**src/rtl/afe2256_spi_pkg.sv**
```systemverilog
// Shared AFE2256 register map, power-up write sequence and init-sequencer types.
package afe2256_spi_pkg;

  typedef struct packed {
    logic [7:0]  addr;
    logic [15:0] data;
    logic [15:0] delay_us;
  } init_reg_t;

  localparam logic [7:0] REG_RESET     = 8'h00;
  localparam logic [7:0] REG_TRIM_LOAD = 8'h5E;

  localparam int INIT_REG_COUNT = 6;
  localparam int INIT_IDX_W     = $clog2(INIT_REG_COUNT);

  // Soft reset and trim load need settle time before the next access.
  localparam init_reg_t INIT_SEQUENCE [INIT_REG_COUNT] = '{
    '{addr: REG_RESET,     data: 16'h0001, delay_us: 16'd10},
    '{addr: 8'h10,         data: 16'h0000, delay_us: 16'd0},
    '{addr: 8'h20,         data: 16'h1234, delay_us: 16'd1},
    '{addr: 8'h30,         data: 16'hABCD, delay_us: 16'd0},
    '{addr: REG_TRIM_LOAD, data: 16'h0002, delay_us: 16'd2},
    '{addr: 8'h40,         data: 16'h00FF, delay_us: 16'd0}
  };

  typedef enum logic [2:0] {
    IDLE,
    ISSUE,
    WAIT_DONE,
    DELAY,
    READY,
    HOST_WAIT,
    ERROR
  } init_state_t;

endpackage

```
**src/rtl/afe2256_us_delay.sv**
```systemverilog
// Microsecond settle timer: prescaler nested under a microsecond down-counter.
module afe2256_us_delay
  import afe2256_spi_pkg::*;
#(
  parameter int CLK_FREQ_MHZ = 100
) (
  input  logic        clk,
  input  logic        rst_n,
  input  logic        load,
  input  logic [15:0] delay_us,
  output logic        expire
);

  localparam int PRE_W = $clog2(CLK_FREQ_MHZ + 1);

  logic             active;
  logic [PRE_W-1:0] pre;
  logic [15:0]      us;

  // Expires on the last cycle of delay_us * CLK_FREQ_MHZ cycles after load.
  assign expire = active && (pre == '0) && (us == '0);

  always_ff @(posedge clk) begin
    if (!rst_n) begin
      active <= 1'b0;
      pre    <= '0;
      us     <= '0;
    end else if (load) begin
      active <= 1'b1;
      pre    <= PRE_W'(CLK_FREQ_MHZ - 1);
      us     <= delay_us - 16'd1;
    end else if (active) begin
      if (expire) begin
        active <= 1'b0;
      end else if (pre == '0) begin
        pre <= PRE_W'(CLK_FREQ_MHZ - 1);
        us  <= us - 16'd1;
      end else begin
        pre <= pre - 1'b1;
      end
    end
  end

endmodule

```
**src/rtl/afe2256_init_sequencer.sv**
```systemverilog
// Walks INIT_SEQUENCE into the SPI controller, then arbitrates host register writes.
module afe2256_init_sequencer
  import afe2256_spi_pkg::*;
#(
  parameter int CLK_FREQ_MHZ = 100,
  parameter int TIMEOUT_CYC  = 4096
) (
  input  logic                  clk,
  input  logic                  rst_n,
  input  logic                  start,
  input  logic [7:0]            host_addr,
  input  logic [15:0]           host_wdata,
  input  logic                  host_wr,
  output logic                  host_ready,
  output logic [7:0]            reg_addr,
  output logic [15:0]           reg_wdata,
  output logic                  reg_wr,
  input  logic                  busy,
  input  logic                  done,
  output logic                  init_busy,
  output logic                  init_done,
  output logic                  init_err,
  output logic [INIT_IDX_W-1:0] err_idx,
  output logic [INIT_IDX_W-1:0] cur_idx
);

  localparam int TMO_W = $clog2(TIMEOUT_CYC + 1);

  init_state_t           state, state_next;
  logic [TMO_W-1:0]      tmo_cnt;
  logic                  host_pulse;
  logic                  dly_load, dly_expire;
  logic                  issue_fire, tmo_hit, last_entry;
  logic                  restart, host_accept, advance, enter_err;
  logic [INIT_IDX_W-1:0] idx_next;
  logic [15:0]           cur_delay;

  assign cur_delay  = INIT_SEQUENCE[cur_idx].delay_us;
  assign last_entry = (cur_idx == INIT_IDX_W'(INIT_REG_COUNT - 1));
  assign idx_next   = cur_idx + 1'b1;
  assign tmo_hit    = (tmo_cnt == TMO_W'(TIMEOUT_CYC - 1));

  // reg_wr is decoded from state so a sampled start/done reaches the controller next cycle.
  assign issue_fire = (state == ISSUE) && !busy;
  assign reg_wr     = issue_fire || host_pulse;
  assign host_ready = (state == READY) && !busy;
  assign init_busy  = (state == ISSUE) || (state == WAIT_DONE) || (state == DELAY);

  afe2256_us_delay #(
    .CLK_FREQ_MHZ(CLK_FREQ_MHZ)
  ) u_us_delay (
    .clk     (clk),
    .rst_n   (rst_n),
    .load    (dly_load),
    .delay_us(cur_delay),
    .expire  (dly_expire)
  );

  always_comb begin
    state_next  = state;
    restart     = 1'b0;
    host_accept = 1'b0;
    advance     = 1'b0;
    dly_load    = 1'b0;
    enter_err   = 1'b0;
    case (state)
      IDLE:      if (start) restart = 1'b1;
      ISSUE:     if (!busy) state_next = WAIT_DONE;
      WAIT_DONE: begin
        // done takes priority over a coincident timeout.
        if (done) begin
          if (cur_delay != 16'd0) begin
            dly_load   = 1'b1;
            state_next = DELAY;
          end else begin
            advance = 1'b1;
          end
        end else if (tmo_hit) begin
          enter_err = 1'b1;
        end
      end
      DELAY:     if (dly_expire) advance = 1'b1;
      READY: begin
        if (start) begin
          restart = 1'b1;
        end else if (host_wr && host_ready) begin
          host_accept = 1'b1;
          state_next  = HOST_WAIT;
        end
      end
      HOST_WAIT: begin
        if (done) state_next = READY;
        else if (tmo_hit) enter_err = 1'b1;
      end
      ERROR:     if (start) restart = 1'b1;
      default:   state_next = IDLE;
    endcase
    if (restart) state_next = ISSUE;
    if (advance) state_next = last_entry ? READY : ISSUE;
    if (enter_err) state_next = ERROR;
  end

  always_ff @(posedge clk) begin
    if (!rst_n) begin
      state      <= IDLE;
      reg_addr   <= '0;
      reg_wdata  <= '0;
      host_pulse <= 1'b0;
      tmo_cnt    <= '0;
      init_done  <= 1'b0;
      init_err   <= 1'b0;
      err_idx    <= '0;
      cur_idx    <= '0;
    end else begin
      state      <= state_next;
      host_pulse <= host_accept;

      // Counter value equals cycles elapsed since the reg_wr cycle.
      if (host_accept) tmo_cnt <= '0;
      else if (issue_fire) tmo_cnt <= TMO_W'(1);
      else if ((state == WAIT_DONE) || (state == HOST_WAIT)) tmo_cnt <= tmo_cnt + 1'b1;

      if (restart) begin
        cur_idx   <= '0;
        init_done <= 1'b0;
        init_err  <= 1'b0;
        reg_addr  <= INIT_SEQUENCE[0].addr;
        reg_wdata <= INIT_SEQUENCE[0].data;
      end
      if (advance) begin
        if (last_entry) begin
          init_done <= 1'b1;
        end else begin
          cur_idx   <= idx_next;
          reg_addr  <= INIT_SEQUENCE[idx_next].addr;
          reg_wdata <= INIT_SEQUENCE[idx_next].data;
        end
      end
      if (host_accept) begin
        reg_addr  <= host_addr;
        reg_wdata <= host_wdata;
      end
      if (enter_err) begin
        init_err <= 1'b1;
        if (state == WAIT_DONE) err_idx <= cur_idx;
      end
    end
  end

endmodule

```
**config.mk**
```make
export PLATFORM = sky130hd
export DESIGN_NAME = afe2256_init_sequencer
export DESIGN_NICKNAME = d
export VERILOG_FILES = /design/src/rtl/afe2256_spi_pkg.sv /design/src/rtl/afe2256_us_delay.sv /design/src/rtl/afe2256_init_sequencer.sv
export SDC_FILE = /design/constraint.sdc
export NUM_CORES = 1
export LEC_CHECK = 0
export ABC_AREA = 1
export CORE_ASPECT_RATIO = 1.75
export CORE_MARGIN = 2
export CORE_UTILIZATION = 51
export CTS_CLUSTER_DIAMETER = 100
export DETAILED_ROUTE_END_ITERATION = 6
export PLACE_DENSITY = 0.77
export SYNTH_ARGS = -nofsm -noshare
export SYNTH_HDL_FRONTEND = slang
export SYNTH_SLANG_ARGS = --single-unit
export TNS_END_PERCENT = 10
```
**constraint.sdc**
```tcl
create_clock -name clk -period 5.35 [get_ports clk]
set_input_delay 0.535 -clock clk [delete_from_list [all_inputs] [get_ports clk]]
set_output_delay 0.535 -clock clk [all_outputs]
set_load 0.01 [all_outputs]
```
==> results.toml <==
[placed_design]
hpwl_um = 7120
gp_congestion = 0.8995
portBuffers = 64
dp_slack_ps = 2358

[sta]
setup_slack_ps = 2560
drv_slew = 0
timing.hold.ws_ps = 448.0
timing.final.crit_share_pct = 52.16
hold_viol = 0
tightest_slew_ps = 915.9
slew_headroom_pct = 38.87
fmax_mhz = 358.4
tns_ps = 0
rsz0062_at_grt = "no"
fin_skew_ps = 3.457
post-route-min-period_ps = 2790
setup_violations = 0

[global_route]
gr-usage-met1_pct = 25.26
use_met3_pct = 4.417
grt-busiest-layer = "met2"
grt.total_usage_pct = 23.97
grt_overflow = 0
grt_pass1_wl_um = 16280
grt_max_degree = 34
grt_pass1_vias = 3755
grt_antenna_before_repair = 0
met2_usage_pct = 42.81

[logic_synthesis]
synth_area_sq_um = 3943
synth-edff-count = 0
synth_cells = 554
ys_seq_area_share_pct = 37.07
synth_warnings = 0
synthArstFlopShare_pct = 0
avgSynthCellArea_sq_um = 7.116
ys_ff_latch = 73
synth_cell_types = 42
ys.flop_type = "dfxtp_1"
syn_nets = 595

[route]
drtIter0Drc = 211
detail_route.wirelength_um = 9549
drc = 0
dr.pass1.iters = 5
vias = 3766
wire_per_inst_um = 13.47
ant_nets = 0
vias_per_cell = 5.312

[finish]
drive_gt1_share_pct = 10.31
final_nets = 657
diodes = 0
area_delta_synth_final_pct = 24.02
num-fill-cells = 684
mostFrequentLayoutCell = "nand2_1"
final_cell_mix = "142 x nand2_1, 73 x dfxtp_1, 64 x clkdlybuf4s50_1"

[die]
core_sq_um = 7515
dieWidth_um = 70.47
fp-row-count = 42
dieArea_sq_um = 8478
die_h_um = 120.3
pin_count = 65
initial_utilization_pct = 52.46

[setup_path]
cp-end-kind = "flop"
critPathMaxFanout = 33
worstPathArrival_ps = 2990
path_class = "flop to flop"
required_ps = 5540
crit_path_start_kind = "flop"

[power]
p_leak_uw = 0.002168
ir_drop_v = 0.0003537
power.density_nw_per_um2 = 432.1

[clock_network]
ctsHoldBuffers = 0
root_buffer = "clkbuf_16"
htree_levels = 3
cts_made_buffers = 9
cts_buffer_depth = 2
insertion_delay_ps = 340
cts_resized = 0
clock-sinks = 73
cts_setup_buffers = 0
cts_tree = "yes"
path_clk_slew_ps = 50

[hold_path]
hp-class = "flop to flop"

[status]
status = "finished, final reports clean"

[run]
drv_cap = 0
-- metrics by stage --
step           std cells  instance area, sq um  power, uW  utilization (%)
5_1_grt              709                  4890       2279            65.07
6_report             709                  4890       2113            65.07
4_1_cts              709                  4890       2121            65.07
2_1_floorplan        554                  3943       1358                -
3_3_place_gp         693                  4599       1506            61.21
3_5_place_dp         693                  4599       1526            61.21
-- synth_stat cells (2+ instances only) --
| master | instances | area (sq um) |
|---|---|---|
| or2_2 | 3 | 18.77 |
| clkbuf_1 | 3 | 11.26 |
| inv_1 | 57 | 214.0 |
| nand2_4 | 4 | 45.04 |
| o211ai_1 | 9 | 67.56 |
| inv_2 | 6 | 22.52 |
| o21ai_1 | 3 | 15.01 |
| nor2_2 | 7 | 43.79 |
| a21oi_1 | 25 | 125.1 |
| nand3_1 | 43 | 215.2 |
| nand4_1 | 14 | 87.58 |
| nor3_2 | 2 | 20.02 |
| nor2_1 | 60 | 225.2 |
| buf_4 | 4 | 30.03 |
| o21ai_2 | 2 | 17.52 |
| nand2_1 | 142 | 533.0 |
| nand3_2 | 3 | 30.03 |
| o21ai_0 | 24 | 120.1 |
| o21a_1 | 2 | 15.01 |
| dfxtp_1 | 73 | 1461 |
| nor2_4 | 5 | 56.30 |
| nand2_2 | 9 | 56.30 |
| nor3_1 | 11 | 55.05 |
| buf_6 | 4 | 45.04 |
| xor2_1 | 3 | 26.28 |
| xnor2_1 | 5 | 43.79 |
| ha_1 | 11 | 137.6 |
| a31oi_1 | 2 | 12.51 |
| o22ai_1 | 3 | 18.77 |
| buf_2 | 3 | 15.01 |
-- flip-flops by register name (all words and copies together) (netlist names) --
register,count
reg_addr,8
tmo_cnt,13
err_idx,3
u_us_delay.us,16
cur_idx,3
reg_wdata,16
init_err,1
u_us_delay.active,1
state,3
init_done,1
u_us_delay.pre,7
host_pulse,1
-- metal layers --
metal	part of all wire, %	vias to the layer above
met5	0	-
met2	53	100
li1	-	1923
met1	39	1712
met4	4.0	0
met3	4.4	31
-- cell families (layout without fill, tap and decap cells) --
logic type	count (synthesis)	after routing	synth area share (%)
compound gates	78	78	12.50
xor+xnor	8	8	1.777
fa+ha+maj	11	11	3.491
buf+inv	78	145	8.727
flops	73	73	37.07
simple gates	306	306	36.43
-- path summary, 6_finish.rpt --
kind,slack (ps),from,to,depth (start not counted)
setup / recovery,2560,cur_idx[0],u_us_delay.us[12],15
hold / removal,450,reg_wdata[14],reg_wdata[14],2
setup reg to reg,2560,cur_idx[0],u_us_delay.us[12],15
hold reg to reg,450,reg_wdata[14],reg_wdata[14],2
-- final cells by class --
| type | instances | area (sq um) | area share [%] |
|---|---|---|---|
| Tap cell | 88 | 110.1 | 2.252 |
| Inverter | 64 | 242.7 | 4.964 |
| Sequential cell | 73 | 1461 | 29.89 |
| Clock buffer | 13 | 250.2 | 5.118 |
| Clock inverter | 3 | 40.04 | 0.8188 |
| Multi-Input combinational cell | 403 | 2137 | 43.71 |
| Timing Repair Buffer | 65 | 648.1 | 13.25 |
-- power by group --
| group | total [uW] | internal (uW) | switching, uW |
|---|---|---|---|
| combinational | 829 | 309 | 520 |
| clock | 591 | 372 | 219 |
| sequential | 693 | 614 | 78.8 |
-- worst max-delay path, cell delays in order, from the launching register on --
cell      delay, ps
dfxtp_1         560
inv_1           210
ha_1            240
nand2_1         150
o211ai_4        110
nand2_4         310
nand2_1          80
o21ai_0          90
ha_1            170
inv_1            60
a21oi_2         190
nand2_2         120
nor2_4          140
nand4_1         100
nand2_1          90
nor2_1           30
(Power assumes the default switching activity.)
